**config.mk**
```make
export PLATFORM = sky130hd
export DESIGN_NAME = mole_hit_scorer
export DESIGN_NICKNAME = d
export VERILOG_FILES = /design/src/rtl/mole_hit_scorer.sv
export SDC_FILE = /design/constraint.sdc
export NUM_CORES = 1
export LEC_CHECK = 0
export BUFFER_PORTS_ARGS = -buffer_cell sky130_fd_sc_hd__buf_2
export CAP_MARGIN = 30
export CORE_MARGIN = 2
export CORE_UTILIZATION = 40
export DETAILED_ROUTE_END_ITERATION = 6
export PLACE_DENSITY_LB_ADDON = 0.3
export SLEW_MARGIN = 15
export SYNTH_ARGS = -nofsm -noshare
export SYNTH_HDL_FRONTEND = slang
export SYNTH_SLANG_ARGS = --single-unit
export TNS_END_PERCENT = 20
```
**constraint.sdc**
```tcl
create_clock -name clk -period 2 [get_ports clk]
set_input_delay 0.1 -clock clk [delete_from_list [all_inputs] [get_ports clk]]
set_output_delay 0.1 -clock clk [all_outputs]
set_load 0.02 [all_outputs]
```
**src/rtl/mole_hit_scorer.sv**
```systemverilog
// Hit detection and BCD scoring for whack-a-mole: MOLES live slots, one score per mole,
// saturating BCD score with optional miss penalty, registered win/timeout flags.
module mole_hit_scorer #(
  parameter int ROW_W     = 3,
  parameter int COL_W     = 3,
  parameter int MOLES     = 2,
  parameter int DIGITS    = 2,
  parameter int WIN_SCORE = 10,
  parameter int PENALTY   = 0
) (
  input  logic                     clk,
  input  logic                     rst,
  input  logic                     game_en,
  input  logic                     clear,
  input  logic [MOLES-1:0]         spawn,
  input  logic [MOLES*ROW_W-1:0]   spawn_row,
  input  logic [MOLES*COL_W-1:0]   spawn_col,
  input  logic                     key_valid,
  input  logic [ROW_W-1:0]         key_row,
  input  logic [COL_W-1:0]         key_col,
  input  logic                     time_zero,
  output logic                     hit,
  output logic [2:0]               hit_slot,
  output logic                     miss,
  output logic [MOLES-1:0]         alive,
  output logic [4*DIGITS-1:0]      score,
  output logic [7:0]               miss_cnt,
  output logic                     win,
  output logic                     timeout
);

  localparam logic [15:0] WIN_BIN = 16'(WIN_SCORE);

  function automatic logic [4*DIGITS-1:0] bcd_inc(input logic [4*DIGITS-1:0] v);
    logic [4*DIGITS-1:0] r;
    logic                c;
    r = v;
    c = 1'b1;
    for (int i = 0; i < DIGITS; i++) begin
      if (c && (v[4*i +: 4] == 4'd9)) begin
        r[4*i +: 4] = 4'd0;
      end else if (c) begin
        r[4*i +: 4] = v[4*i +: 4] + 4'd1;
        c = 1'b0;
      end else begin
        r[4*i +: 4] = v[4*i +: 4];
      end
    end
    // A carry out of the top digit means the score was all 9s: hold it.
    return c ? v : r;
  endfunction

  function automatic logic [4*DIGITS-1:0] bcd_dec(input logic [4*DIGITS-1:0] v);
    logic [4*DIGITS-1:0] r;
    logic                b;
    r = v;
    b = 1'b1;
    for (int i = 0; i < DIGITS; i++) begin
      if (b && (v[4*i +: 4] == 4'd0)) begin
        r[4*i +: 4] = 4'd9;
      end else if (b) begin
        r[4*i +: 4] = v[4*i +: 4] - 4'd1;
        b = 1'b0;
      end else begin
        r[4*i +: 4] = v[4*i +: 4];
      end
    end
    return b ? v : r;
  endfunction

  function automatic logic [15:0] bcd_to_bin(input logic [4*DIGITS-1:0] v);
    logic [15:0] acc;
    acc = 16'd0;
    for (int i = DIGITS - 1; i >= 0; i--) begin
      acc = (acc * 16'd10) + {12'd0, v[4*i +: 4]};
    end
    return acc;
  endfunction

  logic [ROW_W-1:0]    r_row [MOLES];
  logic [COL_W-1:0]    r_col [MOLES];
  logic [MOLES-1:0]    r_alive;
  logic                r_hit;
  logic [2:0]          r_hit_slot;
  logic                r_miss;
  logic [4*DIGITS-1:0] r_score;
  logic [7:0]          r_miss_cnt;
  logic                r_win;
  logic                r_timeout;

  logic                w_press;
  logic [MOLES-1:0]    w_match;
  logic [MOLES-1:0]    w_hit_mask;
  logic                w_any;
  logic [2:0]          w_idx;
  logic [MOLES-1:0]    w_alive_nxt;
  logic [4*DIGITS-1:0] w_score_nxt;

  assign w_press = key_valid && game_en && !clear;

  // Compare the press against every live slot; keep only the lowest matching index.
  always_comb begin
    w_match = '0;
    for (int i = 0; i < MOLES; i++) begin
      w_match[i] = r_alive[i] && (r_row[i] == key_row) && (r_col[i] == key_col);
    end
    w_hit_mask = w_match & (~w_match + MOLES'(1));
    w_any      = |w_match;
    w_idx      = 3'd0;
    for (int i = 0; i < MOLES; i++) begin
      if (w_hit_mask[i]) begin
        w_idx = 3'(i);
      end else begin
        w_idx = w_idx;
      end
    end
  end

  // Next alive vector and score; a same-cycle spawn overrides the hit-clear.
  always_comb begin
    w_alive_nxt = r_alive;
    w_score_nxt = r_score;
    if (w_press && w_any) begin
      w_alive_nxt = r_alive & ~w_hit_mask;
      w_score_nxt = bcd_inc(r_score);
    end else if (w_press && (PENALTY != 0)) begin
      w_score_nxt = bcd_dec(r_score);
    end else begin
      w_score_nxt = r_score;
    end
    w_alive_nxt = w_alive_nxt | spawn;
  end

  // Slot coordinate storage, loaded on spawn.
  always_ff @(posedge clk or negedge rst) begin
    if (!rst) begin
      for (int i = 0; i < MOLES; i++) begin
        r_row[i] <= '0;
        r_col[i] <= '0;
      end
    end else if (!clear) begin
      for (int i = 0; i < MOLES; i++) begin
        if (spawn[i]) begin
          r_row[i] <= spawn_row[i*ROW_W +: ROW_W];
          r_col[i] <= spawn_col[i*COL_W +: COL_W];
        end
      end
    end
  end

  // Scoring state, hit/miss pulses and registered flags.
  always_ff @(posedge clk or negedge rst) begin
    if (!rst) begin
      r_alive    <= '0;
      r_hit      <= 1'b0;
      r_hit_slot <= 3'd0;
      r_miss     <= 1'b0;
      r_score    <= '0;
      r_miss_cnt <= 8'd0;
      r_win      <= 1'b0;
      r_timeout  <= 1'b0;
    end else begin
      r_timeout <= time_zero;
      if (clear) begin
        r_alive    <= '0;
        r_hit      <= 1'b0;
        r_hit_slot <= 3'd0;
        r_miss     <= 1'b0;
        r_score    <= '0;
        r_miss_cnt <= 8'd0;
        r_win      <= 1'b0;
      end else begin
        r_alive <= w_alive_nxt;
        r_score <= w_score_nxt;
        r_hit   <= w_press && w_any;
        r_miss  <= w_press && !w_any;
        // win trails the score register by one edge.
        r_win   <= (bcd_to_bin(r_score) >= WIN_BIN);
        if (w_press && w_any) begin
          r_hit_slot <= w_idx;
        end
        if (w_press && !w_any && (r_miss_cnt != 8'hFF)) begin
          r_miss_cnt <= r_miss_cnt + 8'd1;
        end
      end
    end
  end

  assign hit      = r_hit;
  assign hit_slot = r_hit_slot;
  assign miss     = r_miss;
  assign alive    = r_alive;
  assign score    = r_score;
  assign miss_cnt = r_miss_cnt;
  assign win      = r_win;
  assign timeout  = r_timeout;

endmodule
```
== Word level (Yosys, flattened, before mapping) ==
Cells that the tools add are included.
Storage, ports and cells
  bits in registers: 37
  logic and storage cells: 74
  input port bits: 26
Cells by class
  add/subtract/negate cells: 5
  equal/unequal tests: 8
  magnitude comparators: 1
  reduce and logical (&&, ||, !) cells: 20
  multipliers: 1
  bitwise gates (word level): 6
  mux-type cells: 20
Operators by type and width (count)
  8-bit two-way mux: 5
  3-bit equality test: 4
  4-bit two-way mux: 3
  1-bit logical AND: 10
  8-bit by 4-bit adder with 9-bit output: 1
  9-bit by 4-bit greater-or-equal comparator with 1-bit output, second input constant: 1
  4-bit by 1-bit adder with 4-bit output, second input constant: 2
  8-bit by 1-bit adder with 8-bit output, second input constant: 1
  4-bit equality test, second input constant: 2
  1-bit two-way mux: 8
  8-bit != test, second input constant: 1
  4-bit by 3-bit multiplier with 7-bit output, second input constant: 1
  3-bit two-way mux: 2
  2-bit AND reduction: 3
  2-bit AND: 2
  2-bit two-way mux: 2
  2-bit inverter: 2
  2-bit nonzero test: 2
  3-bit AND reduction: 1
  3-bit nonzero test: 1
  2-bit by 1-bit adder with 2-bit output, second input constant: 1
  1-bit logical NOT: 2
  2-bit != test, second input constant: 1
  2-bit OR: 1
  2 further kinds: 2

== Depth between registers and ports, before layout ==
Gate-level depths: netlist of run 1.
  word-level depth: 12
  gate-level depth with buffers: 8
  depth with buffers taken out: 8

== Worst setup path after synthesis of run 1 ==
OpenSTA, ideal clock, no wires.
  kind: flip-flop to flip-flop
  start: register r_score[5] (netlist: score[5])
  end: register r_win (netlist: win)
  arrival: 1.892 ns
  stages on the path, launching flop included: 6
  path buffers: 0
  period minus slack after synthesis: 2.032 ns
  path slack: -0.032 ns
  cell sequence: dfrtp_1 > ha_1 > ha_1 > fa_1 > a2111oi_0 > a31oi_1
Between the ends
  longest elaborated chain between the ends: 4
Ends and longest elaborated chain
  start, declared: line 86  | logic [4*DIGITS-1:0] r_score;
  start signal, assigned: line 174  | r_score <= w_score_nxt;
  4-bit by 3-bit multiplier with 7-bit output: line 75  | acc = (acc * 16'd10) + {12'd0, v[4*i +: 4]};
  8-bit by 4-bit adder with 9-bit output: line 75
  9-bit by 4-bit greater-or-equal comparator with 1-bit output: line 178  | r_win <= (bcd_to_bin(r_score) >= WIN_BIN);
  1-bit two-way mux: line 164  | if (clear) begin
  end signal, assigned: line 178
  end, declared: line 88  | logic r_win;
No other way between the ends.
A chain may end at the register's enable or synchronous reset.

== Final worst setup path of run 1 ==
Ends and elaborated chain as after synthesis.

==> results of run 1 <==
[what timing repair did]
action / in CTS / in global routing
pin swaps: 0 / 4
endpoints found under the setup margin: 1 / 4
setup buffers: 0 / 1
resized for setup: 1 / 5
hold buffers: 2 / 0
hold endpoints to repair: 36 / 0
[state kept, by name, indices dropped and copies added, names as in the netlist]
| register | count |
|---|---|
| r_row | 6 |
| hit | 1 |
| miss | 1 |
| alive | 2 |
| miss_cnt | 8 |
| timeout | 1 |
| win | 1 |
| hit_slot | 1 |
| score | 8 |
| r_col | 6 |
[metal layers]
| metal | vias up | global-route usage |
|---|---|---|
| li1 | 789 | - |
| met5 | - | 0 |
| met2 | 43 | 0.2632 |
| met1 | 745 | 0.2066 |
| met3 | 4 | 0.03882 |
| met4 | 0 | 0.05357 |
[worst min path at each step]
stage | startpoint | endpoint | slack (ps) | depth (start not counted)
4_1_cts | spawn_row[4] | r_row[1] | 30 | 2
2_1_floorplan | rst | alive[0] | -200 | 0
5_1_grt | spawn_row[1] | r_row[4] | 40 | 2
3_5_place_dp | time_zero | timeout | 210 | 1
6_report | spawn_col[0] | r_col[3] | 40 | 2
3_3_place_gp | time_zero | timeout | 210 | 1
[cells in the final DEF, fill, tap and decap left out, drive strengths merged, types with 2 or more instances in the layout]
cell	instances
dfrtp	35
xor2	8
or4	2
dlygate4sd3	2
mux2	16
a21oi	13
nand3b	2
a31oi	2
nor2	15
inv	6
buf	60
nand2b	3
nand2	11
nor4	2
nor2b	5
and3	2
o21ai	7
or3	2
xnor2	6
fa	2
a21o	2
nand4	6
or2	2
mux2i	2
nand3	7
clkbuf	5
conb	2
ha	12
[through the flow]
stage / cell area, um2 / worst slack, ps / total power [mW] / setup TNS, ps
finish: 2532 / 69.44 / 1.607 / 0
global route: 2532 / -23.40 / 1.677 / -42.99
CTS: 2510 / 21.18 / 1.631 / 0
detailed placement: 2382 / 12.38 / 0.9965 / 0
global placement: 2382 / 68.80 / 0.9912 / 0
floorplan: 2016 / 10.43 / 0.9240 / 0
[area by class of cell]
class	instances	area (um2)
Sequential cell	35	879.6
Inverter	6	22.52
Fill cell	442	2253
Clock inverter	2	37.54
Timing Repair Buffer	62	350.3
Clock buffer	5	68.82
Tap cell	67	83.83
Multi-Input combinational cell	141	1090
[kinds of logic after synthesis]
kind of cell / count (synthesis)
other cells: 1
mux: 18
simple gates: 63
compound gates: 30
fa+ha+maj: 14
buf+inv: 14
flops: 35
xor+xnor: 14
[power by group]
group | leakage (nW) | internal (mW) | switching [mW] | total (mW)
clock | 0.0502 | 0.364 | 0.261 | 0.625
combinational | 0.727 | 0.0966 | 0.102 | 0.198
sequential | 0.451 | 0.751 | 0.0322 | 0.783
total | 1.23 | 1.21 | 0.395 | 1.61
==> key figures, run 1 <==
Worst setup path
  • Worst path buffer plus inverter count: 0
  • Flop2flop setup slack: 70 ps
  • Data arrival, critical path: 2090 ps
  • Crit path launch type: flop
  • Destination of the critical timing path: win
  • Crit path max-delay family: adder cells
  • Slowest CP cell: fa_1
  • Crit path capture type: flop
  • Reg2Reg Capture Point: win
  • Critical-path cell list: ha_1, ha_1, fa_1, a2111oi_2, a31oi_1
  • Worst Reg-to-Reg Cells: 5
  • Crit path kind: reg -> reg
  • Crit-path most repeated cell: ha_1
  • Max incr delay on CP: 450 ps
  • Critical path depth: 5
  • Worst EP required: 2160 ps
  • Reg2reg start: score[5]
  • Critical path fanouts, max: 2
  • Crit. Startpoint: score[5]

Worst hold path
  • Hold Path Class: in -> reg

Floorplanning
  • Starting density of the core: 0.4199
  • Core area: 4786 um2
  • Rows: 25
  • Die area: 5606 um2
  • I/O pins: 51
  • Die X: 74.88 um
  • Die Span Y: 74.88 um

Outcome
  • Outcome: completed

CTS
  • CTS sink count: 35
  • CTS tree: built
  • Num CTS Buffers: 5
  • H-tree depth: 2
  • Clock Path Buffers: 2
  • CTS Root Cell: clkbuf_8
  • Clk Latency, worst-skew pair: 290 ps
  • CTS clk-pin slew, worst paths: 70 ps

Global routing
  • Antenna violations before repair: 0
  • Total Routing Usage GR: 0.1598
  • Largest net degree at the start of global routing: 36
  • Grt total ovfl: 0
  • Vias in the first global route: 1507
  • First-pass GRT wire length: 6872 um

Route
  • Vias after detailed routing: 1581
  • Top Metal Used: met4
  • WL met2: 1935 um
  • Vias per cell: 4.972
  • WL/cell: 12.72 um
  • Wire length on met3: 227 um
  • Met1 WL: 1842 um
  • ANT nets after route: 0
  • DR pass1 iterations: 4
  • Final WL: 4046 um
  • Residual DRC count: 0
  • Iter 0 DRT Violations: 66

Synth
  • Synth Area in XOR/XNOR: 0.06102
  • FF+latch count, synth: 35
  • Synth Warn #: 0
  • Synth async-reset ratio: 1.000
  • Largest family of logic cells by synthesized area: simple AND/OR/NAND/NOR gates
  • Post-synth top cells: dfrtp_1 (35), mux2_2 (16), nor2_1 (14)
  • Area share of fa/ha/maj cells after synthesis: 0.09465
  • Simple-Gate Fraction of Synth Area: 0.1868
  • Register area share after synthesis: 0.4359
  • Post-synth cell types: 40
  • Post-synthesis cell area: 2009 um2
  • Gate count of the mapped netlist: 189
  • Post-synth EDFFs: 0
  • Top post-synthesis cells by area: dfrtp_1 (44%), mux2_2 (9.0%), ha_1 (7.5%)
  • Post-Syn Area per Cell: 10.63 um2
  • Post-synthesis mux area share: 0.09963
  • Synth top area share: 0.4359
  • Most common cell in the synthesized netlist: dfrtp_1
  • Synth Area in Compound Gates: 0.08904
  • Primary FF master, synth: dfrtp_1
  • Cell taking the most area after synthesis: dfrtp_1

Timing
  • Final Hold Fails: 0
  • Tcrit/Tclk final: 0.9653
  • Slew @ Worst Pin: 803.6 ps
  • Unrepaired setup endpoints after global routing: yes
  • Worst rel slew slack: 0.4642
  • Final Critical Period: 1931 ps
  • Hold_ws: 40.24 ps
  • Slew Limit Fails: 0
  • Fin Clk Skew: 4.761 ps
  • Fmax: 0.5180 GHz
  • Final setup violation count: 0

Finish
  • Ratio of cells with drive above 1 in the final layout: 0.3825
  • Area growth from synthesis to layout: 26.03%
  • Final nets: 291
  • Non-Filler Instances: 318
  • # diodes: 0
  • Layout Utilization: 0.5292

Job
  • Maxcap violations: 0

Power
  • Leak: 1.228 nW
  • Power per cell area: 634.6 nW/um2
  • Max IR drop VDD: 0.5160 mV

Place
  • PortBufs: 48
  • Post-Place Cells: 308
  • Routability cong.: 0.8474
  • HPWL after detailed placement: 3100 um
(Power assumes the default switching activity.)
==> run 2, diff against run 1 <==
Settings changed: CELL_PAD_IN_SITES_DETAIL_PLACEMENT from default to 1, CELL_PAD_IN_SITES_GLOBAL_PLACEMENT from default to 2, CORE_ASPECT_RATIO from default to 1.4, CORE_UTILIZATION 40 to 30.
==> run 2 against run 1 <==
Routed wire length grew 26%. Utilization shrank 12 points. Register-to-register slack barely moved. Worst hold slack improved by 1.4 ps. Power shrank 6.2%. Critical path depth increased by 2. Cell count is 6.6% higher. Non-clock buffer count is 13 higher. Sequential power barely moved. Die area grew 32%. Design area increased by 6.0%. Clock-buffer cell count is 2 higher. Critical path type unchanged. Largest cell class unchanged. Largest power group unchanged.
==> key figures, run 2 (synthesis results as in run 1) <==
Outcome
  • Outcome: completed

Place
  • HPWL after detailed placement: 3810 um (+23%)
  • Post-DP Area: 2414 um2 (+1.3%)
  • Routability cong.: 0.7666 (-9.5%)
  • PortBufs: 48 (unchanged)

CTS
  • H-tree depth: 2 (unchanged)
  • Clk Latency, worst-skew pair: 290 ps (about the same)
  • CTS tree: built
  • CTS Root Cell: clkbuf_8
  • CTS sink count: 35 (unchanged)
  • Num CTS Buffers: 5 (unchanged)
  • Clock Path Buffers: 2 (unchanged)
  • CTS clk-pin slew, worst paths: 80 ps (about the same)

Worst setup path
  • Worst Reg-to-Reg Cells: 7 (+2)
  • Crit path launch type: flop
  • Flop2flop setup slack: 80 ps (about the same)
  • Critical-path cell list: xnor2_1, nand4_1, nor4_4, buf_6, nor2_4, or4_4, a21oi_2
  • Reg2reg start: r_col[0]
  • Critical path fanouts, max: 6 (+4)
  • Worst EP required: 2220 ps (+60 ps)
  • Crit path max-delay family: simple AND/OR/NAND/NOR gates
  • Data arrival, critical path: 2140 ps (+50 ps)
  • Critical path depth: 7 (+2)
  • Worst path buffer plus inverter count: 1 (+1)
  • Crit path capture type: flop
  • Max incr delay on CP: 470 ps (+20 ps)
  • Reg2Reg Capture Point: score[0]
  • Crit path kind: reg -> reg
  • Slowest CP cell: or4_4

Worst hold path
  • Hold Path Class: in -> reg
  • Hold endpoint: r_col[0]
  • Hold Crit Depth: 2 (unchanged)
  • Hold_sp: spawn_col[3]

Timing
  • Sum Neg Setup Slack: 0 ps (unchanged)
  • Unrepaired setup endpoints after global routing: yes
  • Final setup violation count: 0 (unchanged)
  • Hold_ws: 41.61 ps (+1.364 ps)
  • Final Hold Fails: 0 (unchanged)
  • Worst rel slew slack: 0.4515 (-0.01278)
  • Fmax: 0.5212 GHz (+0.62%)
  • Slew @ Worst Pin: 822.8 ps (+19.18 ps)
  • Slew Limit Fails: 0 (unchanged)
  • Tcrit/Tclk final: 0.9593 (-0.005987)
  • Fin Clk Skew: 8.457 ps (+3.697 ps)
  • Final Critical Period: 1919 ps (-11.97 ps)

Route
  • Residual DRC count: 0 (unchanged)
  • Top Metal Used: met4
  • Met1 WL: 2129 um (+16%)
  • Vias after detailed routing: 1688 (+6.8%)
  • WL met2: 2682 um (+39%)
  • DR pass1 iterations: 4 (unchanged)
  • Vias per cell: 4.979 (+0.15%)
  • Wire length on met3: 224 um (-1.3%)
  • Iter 0 DRT Violations: 60 (-9.1%)
  • WL/cell: 15.06 um (+18%)
  • Final WL: 5107 um (+26%)
  • ANT nets after route: 0 (unchanged)

Global routing
  • Grt total ovfl: 0 (unchanged)
  • Largest net degree at the start of global routing: 36 (unchanged)
  • Total Routing Usage GR: 0.1479 (-0.01191)
  • First-pass GRT wire length: 8293 um (+21%)
  • Antenna violations before repair: 0 (unchanged)
  • Vias in the first global route: 1747 (+16%)

Finish
  • Final nets: 304 (+4.5%)
  • # diodes: 0 (unchanged)
  • Most frequent cells in the layout: buf_2 (48), dfrtp_1 (31), buf_4 (22), nor2_1 (14), mux2_2 (14)
  • Footprint of the multi-input gates: 1131 um2 (+3.8%)
  • Fillcell total: 761 (+72%)
  • Register area: 880.8 um2 (+0.14%)
  • Area growth from synthesis to layout: 33.62%
  • Ratio of cells with drive above 1 in the final layout: 0.4264 (+0.04394)
  • Commonest non-fill, non-tap cell in the layout: buf_2
  • Fin area: 2685 um2 (+6.0%)

Floorplanning
  • Die Span Y: 100.8 um (+35%)
  • Die area: 7378 um2 (+32%)
  • I/O pins: 51 (unchanged)
  • Rows: 35 (+40%)
  • Starting density of the core: 0.3080 (-0.1119)
  • Die X: 73.17 um (-2.3%)
  • Core area: 6525 um2 (+36%)

Power
  • Power per cell area: 561.4 nW/um2 (-12%)
  • Leak: 1.320 nW (+7.5%)
  • Power Total: 1.507 mW (-6.2%)
  • Max IR drop VDD: 0.3158 mV (-39%)

Job
  • Maxcap violations: 0 (unchanged)
## run 2: changes by cell type in the layout (fill, tap and decap cells not counted), sizes merged
cell,before,now
buf,60,73
bufinv,1,0
clkbuf,5,7
clkinv,0,1
clkinvlp,1,0
## run 2: stage by stage
step | util | cells | worst slack [ps]
2_1_floorplan | - | 190 | 10.43
3_3_place_gp | 0.3699 | 318 | 18.01
3_5_place_dp | 0.3699 | 318 | -34.10
4_1_cts | 0.3864 | 328 | 15.22
5_1_grt | 0.4115 | 339 | -26.11
6_report | 0.4115 | 339 | 81.41
## run 2: routing by layer
metal  up-vias  GRT usage
met5         -          0
met3         7    0.04300
met1       827     0.1770
li1        814          -
met4         0    0.05128
met2        40     0.2495
## run 2: worst register-to-register path, stage by stage, from the launching register on
cell     delay (ps)
dfrtp_1         400
xnor2_1         150
nand4_1         180
nor4_4          320
buf_6           160
nor2_4           50
or4_4           470
a21oi_2         120
## run 2: layout make-up
| type | instances | share of cell area |
|---|---|---|
| clock buffers | 7 | 0.02842 |
| clock inverters | 1 | 0.001864 |
| inverters | 6 | 0.008388 |
| multi-input cells | 141 | 0.4212 |
| flip-flops and latches | 35 | 0.3281 |
| well taps | 74 | 0.03448 |
| repair buffers | 75 | 0.1775 |
## run 2: where the power goes
part,leakage (nW),switching [mW],internal [mW]
sequential,0.449,0.0318,0.751
combinational,0.829,0.112,0.108
clock,0.0422,0.260,0.245
## run 2: how the worst max path moves through the flow
stage,endpoint,start
after floorplan,win,score[5]
after global placement,win,score[7]
after detailed placement,win,score[5]
after CTS,score[1],r_col[4]
after global routing,score[1],r_col[0]
final,score[0],r_col[0]
## run 2: timing repair
action / 4_1_cts / 5_1_grt
hold buffers: 2 / 0
endpoints found under the hold margin: 36 / 0
endpoints found under the setup margin: 1 / 6
gates resized for setup: 2 / 13
buffers inserted: 0 / 12
pin swaps: 0 / 14
==> run 3, diff against run 2 <==
Settings changed: ABC_AREA from default to 1, CORE_UTILIZATION 30 to 28, PLACE_DENSITY_LB_ADDON 0.3 to 0.1.
==> run 3 against run 2 <==
Clock-buffer cell count shrank 1. Global-route usage down 0.24 points. Clock skew fell by 5.0 ps. Critical path depth did not move. Sequential cell count unchanged. Synthesized cell count grew 49%. Critical endpoint is now win. Synthesized area increased by 14%. Sequential power grew 2%. Register-to-register slack better by 40 ps. Routed wire length is 16% higher. Cell count is 31% higher. Critical path type unchanged. Highest routed layer unchanged. Design area up 8.6%.
==> key figures, run 3 <==
Synth
  • Synth top area share: 0.3808 (-0.05502)
  • Post-synth top cells: nand2_1 (64), dfrtp_1 (35), inv_1 (35)
  • Synth async-reset ratio: 1.000 (unchanged)
  • Post-synthesis cell area: 2300 um2 (+14%)
  • Primary FF master, synth: dfrtp_1
  • Synth Warn #: 0 (unchanged)
  • Register area share after synthesis: 0.3808 (-0.05502)
  • Post-synth EDFFs: 0 (unchanged)
  • Post-Syn Area per Cell: 8.184 um2 (-23%)
  • Post-synth cell types: 36 (-10%)
  • Cell taking the most area after synthesis: dfrtp_1
  • Gate count of the mapped netlist: 281 (+49%)
  • Most common cell in the synthesized netlist: nand2_1
  • Top post-synthesis cells by area: dfrtp_1 (38%), nand2_1 (10%), ha_1 (6.5%)
  • FF+latch count, synth: 35 (unchanged)

Worst setup path
  • Worst EP required: 2160 ps (-60 ps)
  • Crit path kind: reg -> reg
  • Crit path launch type: flop
  • Worst Reg-to-Reg Cells: 7 (unchanged)
  • Data arrival, critical path: 2040 ps (-100 ps)
  • Crit. Startpoint: score[5]
  • Reg2Reg Capture Point: win
  • Flop2flop setup slack: 120 ps (+40 ps)
  • Reg2reg start: score[5]
  • Crit path capture type: flop
  • Destination of the critical timing path: win
  • Critical path fanouts, max: 2 (-4)

Floorplanning
  • Starting density of the core: 0.2856 (-0.02233)
  • Core area: 8051 um2 (+23%)
  • Die area: 8965 um2 (+22%)
  • Rows: 39 (+11%)
  • I/O pins: 51 (unchanged)
  • Die Span Y: 111.2 um (+10%)
  • Die X: 80.60 um (+10%)

CTS
  • CTS sink count: 35 (unchanged)
  • H-tree depth: 2 (unchanged)
  • CTS clk-pin slew, worst paths: 60 ps (-20 ps)
  • CTS tree: built
  • Num CTS Buffers: 5 (unchanged)
  • Clk Latency, worst-skew pair: 280 ps (about the same)
  • CTS Root Cell: clkbuf_16
  • Clock Path Buffers: 2 (unchanged)

Timing
  • Final Critical Period: 1879 ps (-39.16 ps)
  • Sum Neg Setup Slack: 0 ps (unchanged)
  • Slew Limit Fails: 0 (unchanged)
  • Fmax: 0.5321 GHz (+2.1%)
  • Fin Clk Skew: 3.486 ps (-4.971 ps)
  • Tcrit/Tclk final: 0.9397 (-0.01958)
  • Slew @ Worst Pin: 595.1 ps (-227.7 ps)
  • Unrepaired setup endpoints after global routing: no
  • Final Hold Fails: 0 (unchanged)
  • Final setup violation count: 0 (unchanged)
  • Worst rel slew slack: 0.6033 (+0.1518)

Global routing
  • GR Util met3: 0.02036 (-0.02264)
  • First-pass GRT wire length: 10140 um (+22%)
  • Largest net degree at the start of global routing: 27 (-25%)
  • Grt total ovfl: 0 (unchanged)
  • Vias in the first global route: 2164 (+24%)
  • GR peak layer: met2
  • Antenna violations before repair: 0 (unchanged)
  • Total Routing Usage GR: 0.1454 (-0.002442)
  • Met1 Use GR: 0.1676 (-0.009388)
  • Global routing usage on met2: 0.2606 (+0.01108)

Finish
  • Fillcell total: 1006 (+32%)
  • Ratio of cells with drive above 1 in the final layout: 0.3216 (-0.1048)
  • Most frequent cells in the layout: nand2_1 (64), buf_2 (48), inv_1 (35), dfrtp_1 (31), nor2_1 (26)
  • Footprint of the multi-input gates: 1249 um2 (+10%)
  • Area growth from synthesis to layout: 26.82%
  • Register area: 880.8 um2 (unchanged)
  • Fin area: 2917 um2 (+8.6%)
  • # diodes: 0 (unchanged)
  • Final nets: 381 (+25%)
  • Commonest non-fill, non-tap cell in the layout: nand2_1

Power
  • Leak: 1.631 nW (+24%)
  • Power per cell area: 720.0 nW/um2 (+28%)
  • Max IR drop VDD: 0.3548 mV (+12%)

Route
  • Iter 0 DRT Violations: 22 (-63%)
  • Vias after detailed routing: 2011 (+19%)
  • Vias per cell: 4.529 (-9.0%)
  • Final WL: 5904 um (+16%)
  • ANT nets after route: 0 (unchanged)
  • DR pass1 iterations: 4 (unchanged)
  • Residual DRC count: 0 (unchanged)
  • WL/cell: 13.30 um (-12%)

Outcome
  • Outcome: completed

Job
  • Maxcap violations: 0 (unchanged)

Place
  • Routability cong.: 0.7295 (-4.8%)
  • Post-DP Area: 2716 um2 (+13%)
  • PortBufs: 48 (unchanged)
  • HPWL after detailed placement: 4647 um (+22%)

Worst hold path
  • Hold Path Class: in -> reg
==> run 3: cell types whose count changed in the layout (fill, tap and decap cells not counted), moves of 12 or more <==
cell	delta
buf_4	-13
inv_1	+29
nand2_1	+54
nand3_1	+15
nand3_2	+12
nor2_1	+12
==> run 3: critical path, stage by stage, from the launching register on <==
cell and delay [ps]:
dfrtp_2 420, ha_4 260, ha_2 180, fa_2 420
nor3_1 170, o21ai_1 110, nor4_2 140, nor2_1 60
==> run 3: cells by family after synthesis <==
group,count (synthesis),share of synthesized area
adders and majority gates,14,0.08270
and+or+nand+nor,153,0.3526
AOI/OAI and AO/OA,18,0.04897
xor gates and xnor gates,8,0.03047
muxes,3,0.01469
other,1,0.001631
buffers and inverters,49,0.08814
DFF,35,0.3808
==> run 3: through the flow <==
step | std cells | setup WS (ps) | hold slack (ps) | total power [mW] | util
2_1_floorplan | 282 | 7.796 | -195.6 | 1.055 | -
3_3_place_gp | 434 | 64.59 | 135.6 | 1.193 | 0.3374
3_5_place_dp | 434 | 37.06 | 145.9 | 1.198 | 0.3374
4_1_cts | 444 | 28.23 | 43.19 | 2.145 | 0.3615
5_1_grt | 444 | 6.642 | 62.22 | 2.222 | 0.3622
6_report | 444 | 120.6 | 49.63 | 2.100 | 0.3622
==> run 3: worst min-delay path by stage <==
stage                            start       end  slack (ps)  depth (start not counted)
after global placement             rst   timeout         140                          1
after detailed placement           rst   timeout         150                          1
after global routing             clear       win          60                          2
after CTS                 spawn_row[2]  r_row[5]          40                          2
final                     spawn_row[2]  r_row[5]          50                          2
after floorplan                    rst  alive[0]        -200                          0
==> run 3: cell type report <==
class / count / area share
Clock buffer: 6 / 0.04762
Clock inverter: 2 / 0.01201
Inverter: 42 / 0.05405
Multi-Input combinational cell: 198 / 0.4281
Sequential cell: 35 / 0.3020
Tap cell: 102 / 0.04376
Timing Repair Buffer: 59 / 0.1124
==> run 3: per-layer routing <==
metal | routed length (um) | vias to the layer above | share of wire
li1 | - | 1013 | -
met2 | 3175 | 32 | 0.54
met4 | 129 | 0 | 0.022
met5 | 0 | - | 0
met3 | 213 | 10 | 0.036
met1 | 2386 | 956 | 0.40
==> run 3: repair_timing <==
item / CTS / global route
endpoints found under the hold margin: 23 / 0
hold buffers: 2 / 0
resized for setup: 0 / 2
setup endpoints to repair: 0 / 1
setup buffers: 0 / 0
==> run 3: power breakdown <==
group	internal, mW	switching [mW]	leakage [nW]
clock	0.619	0.298	0.0868
combinational	0.150	0.236	1.10
sequential	0.763	0.0342	0.439
